`config.mk`:
```
export PLATFORM = sky130hd
export DESIGN_NAME = seq_divider
export DESIGN_NICKNAME = d
export VERILOG_FILES = /design/src/rtl/arith_pkg.sv /design/src/rtl/seq_divider_div_step.sv /design/src/rtl/seq_divider.sv
export SDC_FILE = /design/constraint.sdc
export NUM_CORES = 1
export LEC_CHECK = 0
export ABC_AREA = 1
export BUFFER_PORTS_ARGS = -buffer_cell sky130_fd_sc_hd__buf_2
export CORE_MARGIN = 5
export CORE_UTILIZATION = 50
export CTS_BUF_LIST = sky130_fd_sc_hd__clkbuf_16
export DETAILED_ROUTE_END_ITERATION = 10
export PLACE_DENSITY = 0.71
export SLEW_MARGIN = 5
export SYNTH_ARGS = -nofsm -noshare
export SYNTH_HDL_FRONTEND = slang
export SYNTH_SLANG_ARGS = --single-unit
```
`constraint.sdc`:
```
create_clock -name clk -period 8.4 [get_ports clk]
set_input_delay 0.84 -clock clk [delete_from_list [all_inputs] [get_ports clk]]
set_output_delay 0.84 -clock clk [all_outputs]
set_load 0.02 [all_outputs]
```
`src/rtl/arith_pkg.sv`:
```
// Shared arithmetic datapath definitions: divider FSM states, default operand
// width and a constant-evaluable ceiling log2 for sizing counters.
package arith_pkg;

  typedef enum logic [1:0] {IDLE, CALC, DONE} div_state_t;

  localparam int ARITH_WIDTH = 32;

  function automatic int clog2(input int value);
    int r;
    int v;
    r = 0;
    v = value - 1;
    while (v > 0) begin
      r++;
      v = v >> 1;
    end
    return r;
  endfunction

endpackage

```
`src/rtl/seq_divider_div_step.sv`:
```
// One combinational restoring-division step: shift in the next dividend bit,
// trial-subtract the divisor, keep the difference only when it does not borrow.
module div_step
  import arith_pkg::*;
#(
  parameter int WIDTH = ARITH_WIDTH
) (
  input  logic [WIDTH-1:0] rem,
  input  logic             dbit,
  input  logic [WIDTH-1:0] divisor,
  output logic [WIDTH-1:0] rem_out,
  output logic             qbit
);

  // One extra bit so the shifted remainder never overflows the compare;
  // the MSB of the difference is the borrow.
  logic [WIDTH:0] shifted;
  logic [WIDTH:0] diff;

  always_comb begin
    shifted = {rem, dbit};
    diff    = shifted - {1'b0, divisor};
    qbit    = ~diff[WIDTH];
    rem_out = qbit ? diff[WIDTH-1:0] : shifted[WIDTH-1:0];
  end

endmodule

```
`src/rtl/seq_divider.sv`:
```
// Iterative restoring divider, one quotient bit per clock, valid/ready on both
// sides. Define DIV_SIGNED_EN for two's-complement operands and results.
module seq_divider
  import arith_pkg::*;
#(
  parameter int WIDTH = ARITH_WIDTH
) (
  input  logic             clk,
  input  logic             rst,
  input  logic             in_valid,
  output logic             in_ready,
  input  logic [WIDTH-1:0] dividend,
  input  logic [WIDTH-1:0] divisor,
  output logic             out_valid,
  input  logic             out_ready,
  output logic [WIDTH-1:0] quotient,
  output logic [WIDTH-1:0] remainder,
  output logic             div_by_zero
);

  localparam int CW = clog2(WIDTH + 1);
  localparam logic [CW-1:0] LAST_STEP = CW'(WIDTH - 1);

  div_state_t       state_reg, state_next;
  logic [CW-1:0]    cnt_reg, cnt_next;
  logic [WIDTH-1:0] rem_reg, rem_next;
  logic [WIDTH-1:0] dvd_reg, dvd_next;
  logic [WIDTH-1:0] dsr_reg, dsr_next;
  logic [WIDTH-1:0] quotient_reg, quotient_next;
  logic [WIDTH-1:0] remainder_reg, remainder_next;
  logic             dbz_reg, dbz_next;

  logic [WIDTH-1:0] a_mag, b_mag, q_raw, q_fix, r_fix, step_rem;
  logic             step_q;

`ifdef DIV_SIGNED_EN
  logic neg_q_reg, neg_q_next;
  logic neg_r_reg, neg_r_next;
`endif

  div_step #(.WIDTH(WIDTH)) u_step (
    .rem     (rem_reg),
    .dbit    (dvd_reg[WIDTH-1]),
    .divisor (dsr_reg),
    .rem_out (step_rem),
    .qbit    (step_q)
  );

  // Quotient bits are shifted into the dividend register as it drains.
  assign q_raw = {dvd_reg[WIDTH-2:0], step_q};

  always_comb begin
`ifdef DIV_SIGNED_EN
    a_mag = dividend[WIDTH-1] ? -dividend : dividend;
    b_mag = divisor[WIDTH-1]  ? -divisor  : divisor;
    q_fix = neg_q_reg ? -q_raw    : q_raw;
    r_fix = neg_r_reg ? -step_rem : step_rem;
`else
    a_mag = dividend;
    b_mag = divisor;
    q_fix = q_raw;
    r_fix = step_rem;
`endif
  end

  always_comb begin
    state_next     = state_reg;
    cnt_next       = cnt_reg;
    rem_next       = rem_reg;
    dvd_next       = dvd_reg;
    dsr_next       = dsr_reg;
    quotient_next  = quotient_reg;
    remainder_next = remainder_reg;
    dbz_next       = dbz_reg;
`ifdef DIV_SIGNED_EN
    neg_q_next     = neg_q_reg;
    neg_r_next     = neg_r_reg;
`endif
    case (state_reg)
      IDLE: begin
        if (in_valid) begin
          if (divisor == '0) begin
            state_next     = DONE;
            quotient_next  = '1;
            remainder_next = dividend;
            dbz_next       = 1'b1;
          end else begin
            state_next = CALC;
            cnt_next   = '0;
            rem_next   = '0;
            dvd_next   = a_mag;
            dsr_next   = b_mag;
            dbz_next   = 1'b0;
`ifdef DIV_SIGNED_EN
            neg_q_next = dividend[WIDTH-1] ^ divisor[WIDTH-1];
            neg_r_next = dividend[WIDTH-1];
`endif
          end
        end
      end
      CALC: begin
        rem_next = step_rem;
        dvd_next = q_raw;
        cnt_next = cnt_reg + CW'(1);
        if (cnt_reg == LAST_STEP) begin
          state_next     = DONE;
          quotient_next  = q_fix;
          remainder_next = r_fix;
        end
      end
      DONE: begin
        if (out_ready) state_next = IDLE;
      end
      default: state_next = IDLE;
    endcase
  end

  always_ff @(posedge clk or posedge rst) begin
    if (rst) begin
      state_reg     <= IDLE;
      cnt_reg       <= '0;
      rem_reg       <= '0;
      dvd_reg       <= '0;
      dsr_reg       <= '0;
      quotient_reg  <= '0;
      remainder_reg <= '0;
      dbz_reg       <= 1'b0;
`ifdef DIV_SIGNED_EN
      neg_q_reg     <= 1'b0;
      neg_r_reg     <= 1'b0;
`endif
    end else begin
      state_reg     <= state_next;
      cnt_reg       <= cnt_next;
      rem_reg       <= rem_next;
      dvd_reg       <= dvd_next;
      dsr_reg       <= dsr_next;
      quotient_reg  <= quotient_next;
      remainder_reg <= remainder_next;
      dbz_reg       <= dbz_next;
`ifdef DIV_SIGNED_EN
      neg_q_reg     <= neg_q_next;
      neg_r_reg     <= neg_r_next;
`endif
    end
  end

  assign in_ready    = (state_reg == IDLE) & ~rst;
  assign out_valid   = (state_reg == DONE);
  assign quotient    = quotient_reg;
  assign remainder   = remainder_reg;
  assign div_by_zero = dbz_reg;

endmodule

```
Word-level counts from Yosys, hierarchy flattened
Index checks and enable logic that the tools add are counted.
W data, S select, Z words.
- eq/ne operators: 8
- muxes and demuxes: 24
- $add $sub $neg: 2
- bitwise gates (word level): 4
- reduce and logical (&&, ||, !) cells: 8
- operators with widths (kind ; number):
    $mux W32 ; 11
    $pmux W32 S2 ; 4
    $sub A33 B32 Y33 ; 1
    $logic_not A32 Y1 ; 1
    $mux W6 ; 2
    $pmux W6 S2 ; 1
    $reduce_and A3 Y1 ; 3
    $mux W2 ; 4
    $ne A2 B2 Y1 const B ; 4
    $add A6 B1 Y6 const B ; 1
    $eq A6 B5 Y1 const B ; 1
    $pmux W2 S3 ; 1
    $reduce_and A4 Y1 ; 1
    $not A1 Y1 ; 3
    $eq A2 B1 Y1 const B ; 1
    $eq A2 B2 Y1 const B ; 1
    $logic_not A2 Y1 ; 1
    $ne A2 B1 Y1 const B ; 1
    $reduce_and A2 Y1 ; 1
    $reduce_bool A2 Y1 ; 1
    $and A1 B1 Y1 ; 1
    $mux W1 ; 1
- register bits after elaboration: 169
- word-level logic and storage cells: 54
- output and inout bits: 67

Longest topological paths before layout
Gate-level depths: netlist of run 1.
- depth in word-level cells: 4
- depth in mapped cells: 19
- gate-level depth less buffers: 18

Modules after synthesis
Synthesis of run 1 repeated with hierarchy kept, for this count alone.
- cell total of the unflattened synthesis: 1639
- area, all modules: 10731.5 um^2
- modules (own cells, without submodules) (module ; area an instance (um^2) ; cells each ; instances ; seq. area each (um^2)):
    seq_divider ; 7581.0 ; 959 ; 1 ; 4229.1
    div_step ; 3150.5 ; 680 ; 1 ; 0.0

Least setup slack after synthesis of run 1
OpenSTA, ideal clock, no wires.
- path kind: input to register
- from: input port divisor[16]
- to: register quotient_reg[0] (netlist: quotient[0])
- data arrival time: 2.108 ns
- stages: 8
- path slack: 6.150 ns
- buffers on the path: 3
- path through: nor4_1 -> nand3_1 -> or2_1 -> buf_2 -> a21boi_4 -> buf_4 -> buf_4 -> a31oi_1
- cells in the longest elaborated chain, start to end: 3
- ends and longest elaborated chain (item ; line ; text):
    from (decl) ; seq_divider.sv:13 ; input logic [WIDTH-1:0] divisor,
    $logic_not A32 Y1 ; seq_divider.sv:82 ; if (divisor == '0) begin
    $ne A2 B2 Y1 (no source line) ; - ;
    $reduce_and A4 Y1 (no source line) ; - ;
    to (signal assigned) ; seq_divider.sv:138 ; quotient_reg <= quotient_next;
    to (decl) ; seq_divider.sv:29 ; logic [WIDTH-1:0] quotient_reg, quotient_next;
Every way passes these cells.
A chain may end at the register's enable or synchronous reset.

Worst setup path in the final report of run 1
- from: input port divisor[16]
- to: register cnt_reg[1]
- cells in the longest elaborated chain, start to end: 3
- ends and longest elaborated chain (item ; line ; text):
    $logic_not A32 Y1 ; seq_divider.sv:82 ;
    $ne A2 B2 Y1 (no source line) ; - ;
    $reduce_and A3 Y1 (no source line) ; - ;
    to (signal assigned) ; seq_divider.sv:134 ; cnt_reg <= cnt_next;
    to (decl) ; seq_divider.sv:25 ; logic [CW-1:0] cnt_reg, cnt_next;
Every way passes these cells.

==> results.cfg, run 1 <==
[pwr]
p_per_area_nw_per_um2 = 439
power.clock.fraction_pct = 15.3
p_switching_w = 0.00264
ir_drop_v = 0.000331
seqPwrFrac_pct = 26.0
power_frac_comb_pct = 58.7
finalPower_w = 0.00516
internal-power_w = 0.00252
netSwitchingFraction_pct = 51.2
total_leakage_power_nw = 6.62

[timing]
fin_crit_sh_pct = 40.9
finalSetupViolCount = 0
hold_viol = 0
fmax_mhz = 291
slew-limit-headroom_pct = 23.1
fin_worst_skew_ns = 0.0133
slew_violations = 0
min_period_ns = 3.44
rsz0062_at_grt = no
tns_ns = 0
tightest_slew_ns = 1.15
worst_slack_ns = 4.96

[clocking]
htreeDepth = 4
clk-insertion-delay-late_ns = 0.43
cts_root_buf = clkbuf_16
clock_sinks = 169
postCtsHoldBufs = 0
numCtsBuffers = 17
path_clk_slew_ns = 0.07
clockBufferDepth = 2
cts.repair.resized = 0
post-cts-setup-buffers = 0
cts_tree = done

[worst_setup_path]
endpoint_kind = register
path_class = primary input to register
r2r_cells = 18
critPathMaxFanout = 72
crit_arrival_ns = 3.76
cp-start-kind = primary input
cp.required_ns = 8.72

[place]
place_ws_ns = 4.56
gp_congestion = 0.968
port_buffers = 134
dp.final_hpwl_um = 21900
dp_cells = 1853

[hold_path]
hold_path_class = register to register
hold_path_depth = 2

[die]
num_rows = 52
dieArea_sq_um = 23800
die_w_um = 154
die_y_um = 154
core_area_sq_um = 20400
ios = 135
start_util_pct = 51.0

[route]
dr.pass1.iters = 5
wl_per_cell_um = 15.3
viasPerCell = 5.12
drtAntennaViolNets = 0
routed_wl_um = 28900
num_vias = 9655
drt-initial-drc-count = 706
drc_errors = 0

[layout]
drive_gt1_share_pct = 13.4
fillers = 2011
final_common_cell = nand2_1
area_growth_pct = 13.0
layout_common_cells = nand2_1 (401), inv_1 (293), nand3_1 (186), dfrtp_1 (169), buf_2 (134)
fin_cells = 1885
fin_nets = 1704
n_antenna_cell = 0

[grt]
grt_pass1_wl_um = 46900
track_usage_pct = 24.4
grt-ovfl-total = 0
antenna_found_initial = 0
grt_max_degree = 103
grt_pass1_vias = 9438

[logic_synthesis]
ys_seq_elements = 169
synthCells = 1502
synth_cell_type_count = 33
synth_top_area_cell = dfrtp_1
synth_area_sq_um = 10400
avgSynthCellArea_sq_um = 6.92
yosys-top-cells-area = dfrtp_1 (41%), nand2_1 (14%), inv_1 (11%)
synth_top_area_share_pct = 40.7
ys_seq_area_share_pct = 40.7
synth_warnings = 0
syn-num-nets = 1604

[run]
drv_cap = 0

[status]
status = finished, final reports clean
worst max-delay path: stages:
cell and delay (ns):
buf_2 0.11, nor4_1 0.42, nand3_1 0.17, or2_1 0.37, nand3_2 0.53, nand2_2 0.81
o21ai_0 0.46
synthesized netlist by cell type:
master,instances
fa_1,1
nand2_2,7
inv_1,293
buf_2,11
xor2_1,17
o211ai_1,1
a31oi_1,32
a21o_1,2
nand3_2,2
or2_1,1
nor2_1,108
inv_2,2
ha_1,33
nand2_1,401
or2_2,33
o21ai_1,5
o21ai_0,93
a21oi_1,20
nor3_1,10
nor4_1,5
a22oi_1,1
nand4_1,11
nor2_2,2
nand3_1,186
clkbuf_1,34
buf_6,5
o21bai_1,1
o31ai_1,1
and2_1,5
a21boi_4,1
buf_4,7
o22ai_1,2
dfrtp_1,169
cells by family after synthesis:
| kind of cell | Yosys count | synth area share [%] |
|---|---|---|
| DFF | 169 | 40.7 |
| buffers and inverters | 352 | 13.5 |
| adders and majority gates | 34 | 4.17 |
| AOI/OAI and AO/OA | 159 | 8.35 |
| and+or+nand+nor | 771 | 31.9 |
| xor gates and xnor gates | 17 | 1.43 |
power by group through the flow:
| stage | Sequential [W] | Clock (W) | Combinational, W |
|---|---|---|---|
| 2_1_floorplan | 0.00148 | 0 | 0.00211 |
| 3_3_place_gp | 0.00135 | 0 | 0.00296 |
| 3_5_place_dp | 0.00136 | 0 | 0.00301 |
| 4_1_cts | 0.00134 | 0.000797 | 0.00303 |
| 5_1_grt | 0.00138 | 0.000832 | 0.00340 |
| 6_report | 0.00134 | 0.000787 | 0.00303 |
through the flow:
step	instance area (sq um)	hold WS [ns]	utilization [%]
final	11700	0.484	57.6
after global routing	11700	0.523	57.6
after CTS	11700	0.492	57.6
after detailed placement	11100	0.477	54.7
after global placement	11100	0.478	54.7
after floorplan	10400	0.453	-
path summary, 6_finish.rpt:
check	start	end	slack, ns
worst max-delay path	divisor[16]	cnt_reg[1]	4.96
worst min-delay path	dsr_reg[25]	dsr_reg[25]	0.48
worst max register to register	dvd_reg[31]	remainder[7]	5.44
worst min register to register	dsr_reg[25]	dsr_reg[25]	0.48
max in group asynchronous	rst	dsr_reg[22]	6.25
min in group asynchronous	rst	quotient[25]	0.60
layout make-up:
cell class / instances / area, sq um / area share [%]
sequential: 169 / 4230 / 36.0
clock buffer: 17 / 425 / 3.62
clock inverter: 15 / 164 / 1.40
inverter: 295 / 1110 / 9.48
timing repair buffer: 138 / 701 / 5.97
multi-input combinational: 981 / 4770 / 40.6
tap: 270 / 338 / 2.88
per-layer routing:
metal | track usage, % | share of wire, % | vias up | wire (um)
li1 | - | - | 4868 | -
met1 | 32.8 | 44 | 4446 | 12700
met2 | 40.1 | 47 | 281 | 13700
met3 | 3.43 | 5.4 | 60 | 1570
met4 | 9.67 | 3.3 | 0 | 950
met5 | 0 | 0 | - | 0
Note: power is estimated with default switching activity, not from simulation.
==> run 2: changes to the inputs <==
--- a/config.mk
+++ b/config.mk
@@ -11,7 +11,7 @@
 export CORE_UTILIZATION = 50
 export CTS_BUF_LIST = sky130_fd_sc_hd__clkbuf_16
 export DETAILED_ROUTE_END_ITERATION = 10
-export PLACE_DENSITY = 0.71
+export PLACE_DENSITY = 0.73
 export SLEW_MARGIN = 5
 export SYNTH_ARGS = -nofsm -noshare
 export SYNTH_HDL_FRONTEND = slang
==> constraint.sdc (replaced) <==
create_clock -name clk -period 3.1 [get_ports clk]
set_input_delay 0.31 -clock clk [delete_from_list [all_inputs] [get_ports clk]]
set_output_delay 0.31 -clock clk [all_outputs]
set_load 0.02 [all_outputs]
==> results.cfg, run 2 (same netlist as run 1, synthesis figures left out) <==
[die]
start_util_pct = 51.0
die_w_um = 154
core_area_sq_um = 20400
die_y_um = 154
dieArea_sq_um = 23800
num_rows = 52
ios = 135

[clocking]
path_clk_slew_ns = 0.07
htreeDepth = 4
postCtsHoldBufs = 0
cts_tree = done
numCtsBuffers = 17
post-cts-setup-buffers = 0
clockBufferDepth = 2
clk-insertion-delay-late_ns = 0.43
cts_root_buf = clkbuf_16
cts.repair.resized = 0
clock_sinks = 169

[grt]
grt_pass1_wl_um = 47500
grt-busiest-layer = met2
grt_pass1_vias = 9334
grt-ovfl-total = 0
gr-usage-met3_pct = 3.54
antenna_found_initial = 0
track_usage_pct = 24.7
use_met2_pct = 41.5
grt_max_degree = 170
gr-usage-met1_pct = 33.1

[timing]
slew-limit-headroom_pct = 29.0
slew_violations = 0
fmax_mhz = 378
rsz0062_at_grt = no
fin_worst_skew_ns = 0.00984
min_period_ns = 2.64
tightest_slew_ns = 1.07
fin_crit_sh_pct = 85.3
tns_ns = 0
finalSetupViolCount = 0
hold_viol = 0

[hold_path]
hold_path_class = primary input to register

[place]
port_buffers = 134
gp_congestion = 0.981
dp.final_hpwl_um = 22100

[pwr]
total_leakage_power_nw = 6.67
finalPower_w = 0.0142
p_per_area_nw_per_um2 = 1200
ir_drop_v = 0.000630

[route]
drtAntennaViolNets = 0
drt-initial-drc-count = 679
wl_per_cell_um = 15.4
num_vias = 9772
drc_errors = 0
routed_wl_um = 29200
viasPerCell = 5.16
dr.pass1.iters = 5

[worst_setup_path]
endpoint_kind = register
cp.required_ns = 3.47
cp-start-kind = register
path_class = register to register
critPathMaxFanout = 19
crit_arrival_ns = 3.02

[layout]
fin_nets = 1714
area_growth_pct = 14.1
final_core_util_pct = 58.2
n_antenna_cell = 0
final_common_cell = nand2_1
fillers = 2004
seqCellArea_sq_um = 4230
multiInputGateArea_sq_um = 4770
drive_gt1_share_pct = 14.0
layout_common_cells = nand2_1 (401), inv_1 (293), nand3_1 (186), dfrtp_1 (169), buf_2 (134)

[run]
drv_cap = 0

[status]
status = finished, final reports clean
run 2: changes by cell type in the layout (fill, tap and decap cells not counted), sizes merged:
cell / delta
inv: -1
clkinvlp: +3
clkinv: -3
buf: +10
run 2: metal layers:
| metal | vias to the layer above | wire (um) |
|---|---|---|
| met4 | 0 | 836 |
| met1 | 4554 | 12800 |
| met5 | - | 0 |
| met3 | 50 | 1590 |
| li1 | 4886 | - |
| met2 | 282 | 14000 |
run 2: worst max-delay path, stage by stage (launching register included):
cell	delay, ns
dfrtp_1	0.38
inv_1	0.07
ha_1	0.13
inv_1	0.08
fa_1	0.41
nand2_1	0.09
nand2_1	0.08
nand3_1	0.10
nand2_2	0.10
nand2_1	0.09
nand2_2	0.10
nand2_2	0.10
nand3_1	0.09
nand2_2	0.09
buf_4	0.24
nand3_1	0.13
nand3_1	0.16
nand2_1	0.07
inv_1	0.05
run 2: final cells by class:
cell class	instances	area share [%]
clock buffer	17	3.59
clock inverter	14	1.39
inverter	295	9.38
multi-input combinational	981	40.2
sequential	169	35.7
tap	270	2.85
timing repair buffer	148	6.86
run 2: path summary, 6_finish.rpt:
| check | start | endpoint | slack, ns | cells after the start |
|---|---|---|---|---|
| setup / recovery | dvd_reg[31] | remainder[19] | 0.46 | 18 |
| hold / removal | out_ready | state_reg[1] | 0.06 | 2 |
| min in group asynchronous | rst | quotient[26] | 0.16 | 3 |
| setup reg to reg | dvd_reg[31] | remainder[19] | 0.46 | 18 |
| max in group asynchronous | rst | dsr_reg[18] | 2.30 | 3 |
| hold reg to reg | dsr_reg[26] | dsr_reg[26] | 0.49 | 2 |
run 2: through the flow:
step           hold WS [ns]  cell area [sq um]  instances  worst slack (ns)
2_1_floorplan         0.396              10400       1502             0.635
5_1_grt              0.0538              11900       1894             0.258
4_1_cts              0.0493              11900       1894             0.500
6_report             0.0577              11900       1894             0.456
3_3_place_gp          0.468              11300       1863             0.571
3_5_place_dp          0.475              11300       1863             0.533
run 2: power breakdown:
part / internal [W] / leakage [nW] / switching, W
registers: 0.00316 / 2.02 / 0.000507
clock network: 0.00114 / 0.282 / 0.00100
logic: 0.00265 / 4.37 / 0.00579
==> run 3: changes to the inputs <==
--- a/config.mk
+++ b/config.mk
@@ -6,11 +6,12 @@
 export NUM_CORES = 1
 export LEC_CHECK = 0
 export ABC_AREA = 1
-export BUFFER_PORTS_ARGS = -buffer_cell sky130_fd_sc_hd__buf_2
+export BUFFER_PORTS_ARGS = -buffer_cell sky130_fd_sc_hd__buf_4
 export CORE_MARGIN = 5
 export CORE_UTILIZATION = 50
 export CTS_BUF_LIST = sky130_fd_sc_hd__clkbuf_16
 export DETAILED_ROUTE_END_ITERATION = 10
+export HOLD_SLACK_MARGIN = 0.1
 export PLACE_DENSITY = 0.73
 export SLEW_MARGIN = 5
 export SYNTH_ARGS = -nofsm -noshare
==> results.cfg, run 3 (same netlist as run 1, synthesis figures left out) <==
[status]
status = finished, final reports clean

[hold_path]
hold_path_class = primary input to register
hold_path_startpoint = divisor[22]

[layout]
fin_area_sq_um = 12300
drive_gt1_share_pct = 14.1
fin_nets = 1722
final_common_cell = nand2_1
seqCellArea_sq_um = 4230
fillers = 1913
multiInputGateArea_sq_um = 4770
n_antenna_cell = 0
layout_common_cells = nand2_1 (401), inv_1 (293), nand3_1 (186), dfrtp_1 (169), buf_4 (147)
fin_cells = 1903
final_core_util_pct = 60.4
area_growth_pct = 18.4

[die]
dieArea_sq_um = 23800
num_rows = 52
die_y_um = 154
ios = 135
die_w_um = 154
core_area_sq_um = 20400
start_util_pct = 51.0

[run]
drv_cap = 0

[clocking]
postCtsHoldBufs = 4
htreeDepth = 4
numCtsBuffers = 17
cts_root_buf = clkbuf_16
clock_sinks = 169
clockBufferDepth = 2
cts.repair.resized = 0
clk-insertion-delay-late_ns = 0.43
cts_tree = done
path_clk_slew_ns = 0.08
post-cts-setup-buffers = 0

[place]
dp_cells = 1867
placed_cell_area_sq_um = 11600
gp_congestion = 0.966
port_buffers = 134
dp.final_hpwl_um = 22300

[timing]
min_period_ns = 2.57
tightest_slew_ns = 0.903
rsz0062_at_grt = no
hold_viol = 0
tns_ns = 0
finalSetupViolCount = 0
slew-limit-headroom_pct = 39.7
fin_crit_sh_pct = 82.8
fmax_mhz = 390
fin_worst_skew_ns = 0.0131
slew_violations = 0

[route]
drtAntennaViolNets = 0
drc_errors = 0
viasPerCell = 5.12
drt-initial-drc-count = 752
routed_wl_um = 29500
dr.pass1.iters = 8
num_vias = 9736
wl_per_cell_um = 15.5

[grt]
track_usage_pct = 24.8
grt-ovfl-total = 0
grt_pass1_wl_um = 47600
grt_pass1_vias = 9234
grt_max_degree = 63
antenna_found_initial = 0

[worst_setup_path]
path_class = register to register
cp.buffers_inverters = 4
crit_chain = inv_1 -> ha_1 -> inv_1 -> fa_1 -> nand2_1 -> nand2_1 -> nand3_1 -> nand2_2 -> nand2_1 -> nand2_2 -> nand2_2 -> nand3_1 -> nand2_2 -> buf_12 -> nand3_1 -> nand3_1 -> nand2_1 -> inv_1
critPathMaxFanout = 33
endpoint_kind = register
r2r-start = dvd_reg[31]
crit_arrival_ns = 2.94
cp.required_ns = 3.47
cp_top_family = simple AND/OR/NAND/NOR gates
cp_slowest_cell = fa_1
cp-start-kind = register
cp_slowest_stage_delay_ns = 0.40
cp-startpoint = dvd_reg[31]

[pwr]
total_leakage_power_nw = 6.87
p_per_area_nw_per_um2 = 1190
ir_drop_v = 0.000552
## run 3: worst min-delay path, delay by kind of cell
family	cells	cell delay (ns)
AOI/OAI and AO/OA	1	0.06
buffers and inverters	1	0.08
and+or+nand+nor	1	0.04
## run 3: area by class of cell
| cell class | instances | share of cell area [%] |
|---|---|---|
| inverters | 295 | 9.03 |
| flip-flops and latches | 169 | 34.4 |
| clock inverters | 15 | 1.54 |
| well taps | 270 | 2.75 |
| clock buffers | 17 | 3.46 |
| multi-input cells | 981 | 38.8 |
| repair buffers | 156 | 10.1 |
## run 3: metrics by stage
step / power (W) / worst slack (ns) / hold slack (ns)
6_report: 0.0146 / 0.534 / 0.106
2_1_floorplan: 0.00972 / 0.635 / 0.396
3_5_place_dp: 0.0124 / 0.594 / 0.402
5_1_grt: 0.0159 / 0.319 / 0.121
3_3_place_gp: 0.0123 / 0.615 / 0.391
4_1_cts: 0.0147 / 0.556 / 0.101
## run 3: path summary, 6_finish.rpt
check | to | slack [ns] | depth (start not counted)
worst max register to register | remainder[16] | 0.53 | 18
worst max-delay path | remainder[16] | 0.53 | 18
worst min register to register | dsr_reg[27] | 0.49 | 2
max in group asynchronous | cnt_reg[4] | 1.76 | 4
worst min-delay path | dsr_reg[22] | 0.11 | 3
min in group asynchronous | quotient[10] | 0.50 | 3
## run 3: report_power, final
part	switching (W)	total, W	leakage (nW)	internal [W]
Clock	0.00101	0.00224	0.304	0.00123
Sequential	0.000542	0.00370	2.02	0.00316
Combinational	0.00578	0.00870	4.55	0.00292
Total	0.00733	0.0146	6.87	0.00731
## run 3: metal layers
metal  vias to the layer above  GRT usage, %  wire, um  share of wire, %
met4                         0          6.56       716               2.4
met5                         -             0         0                 0
li1                       4906             -         -                 -
met2                       250          41.1     13900                47
met3                        38          3.34      1450               4.9
met1                      4542          34.4     13400                46
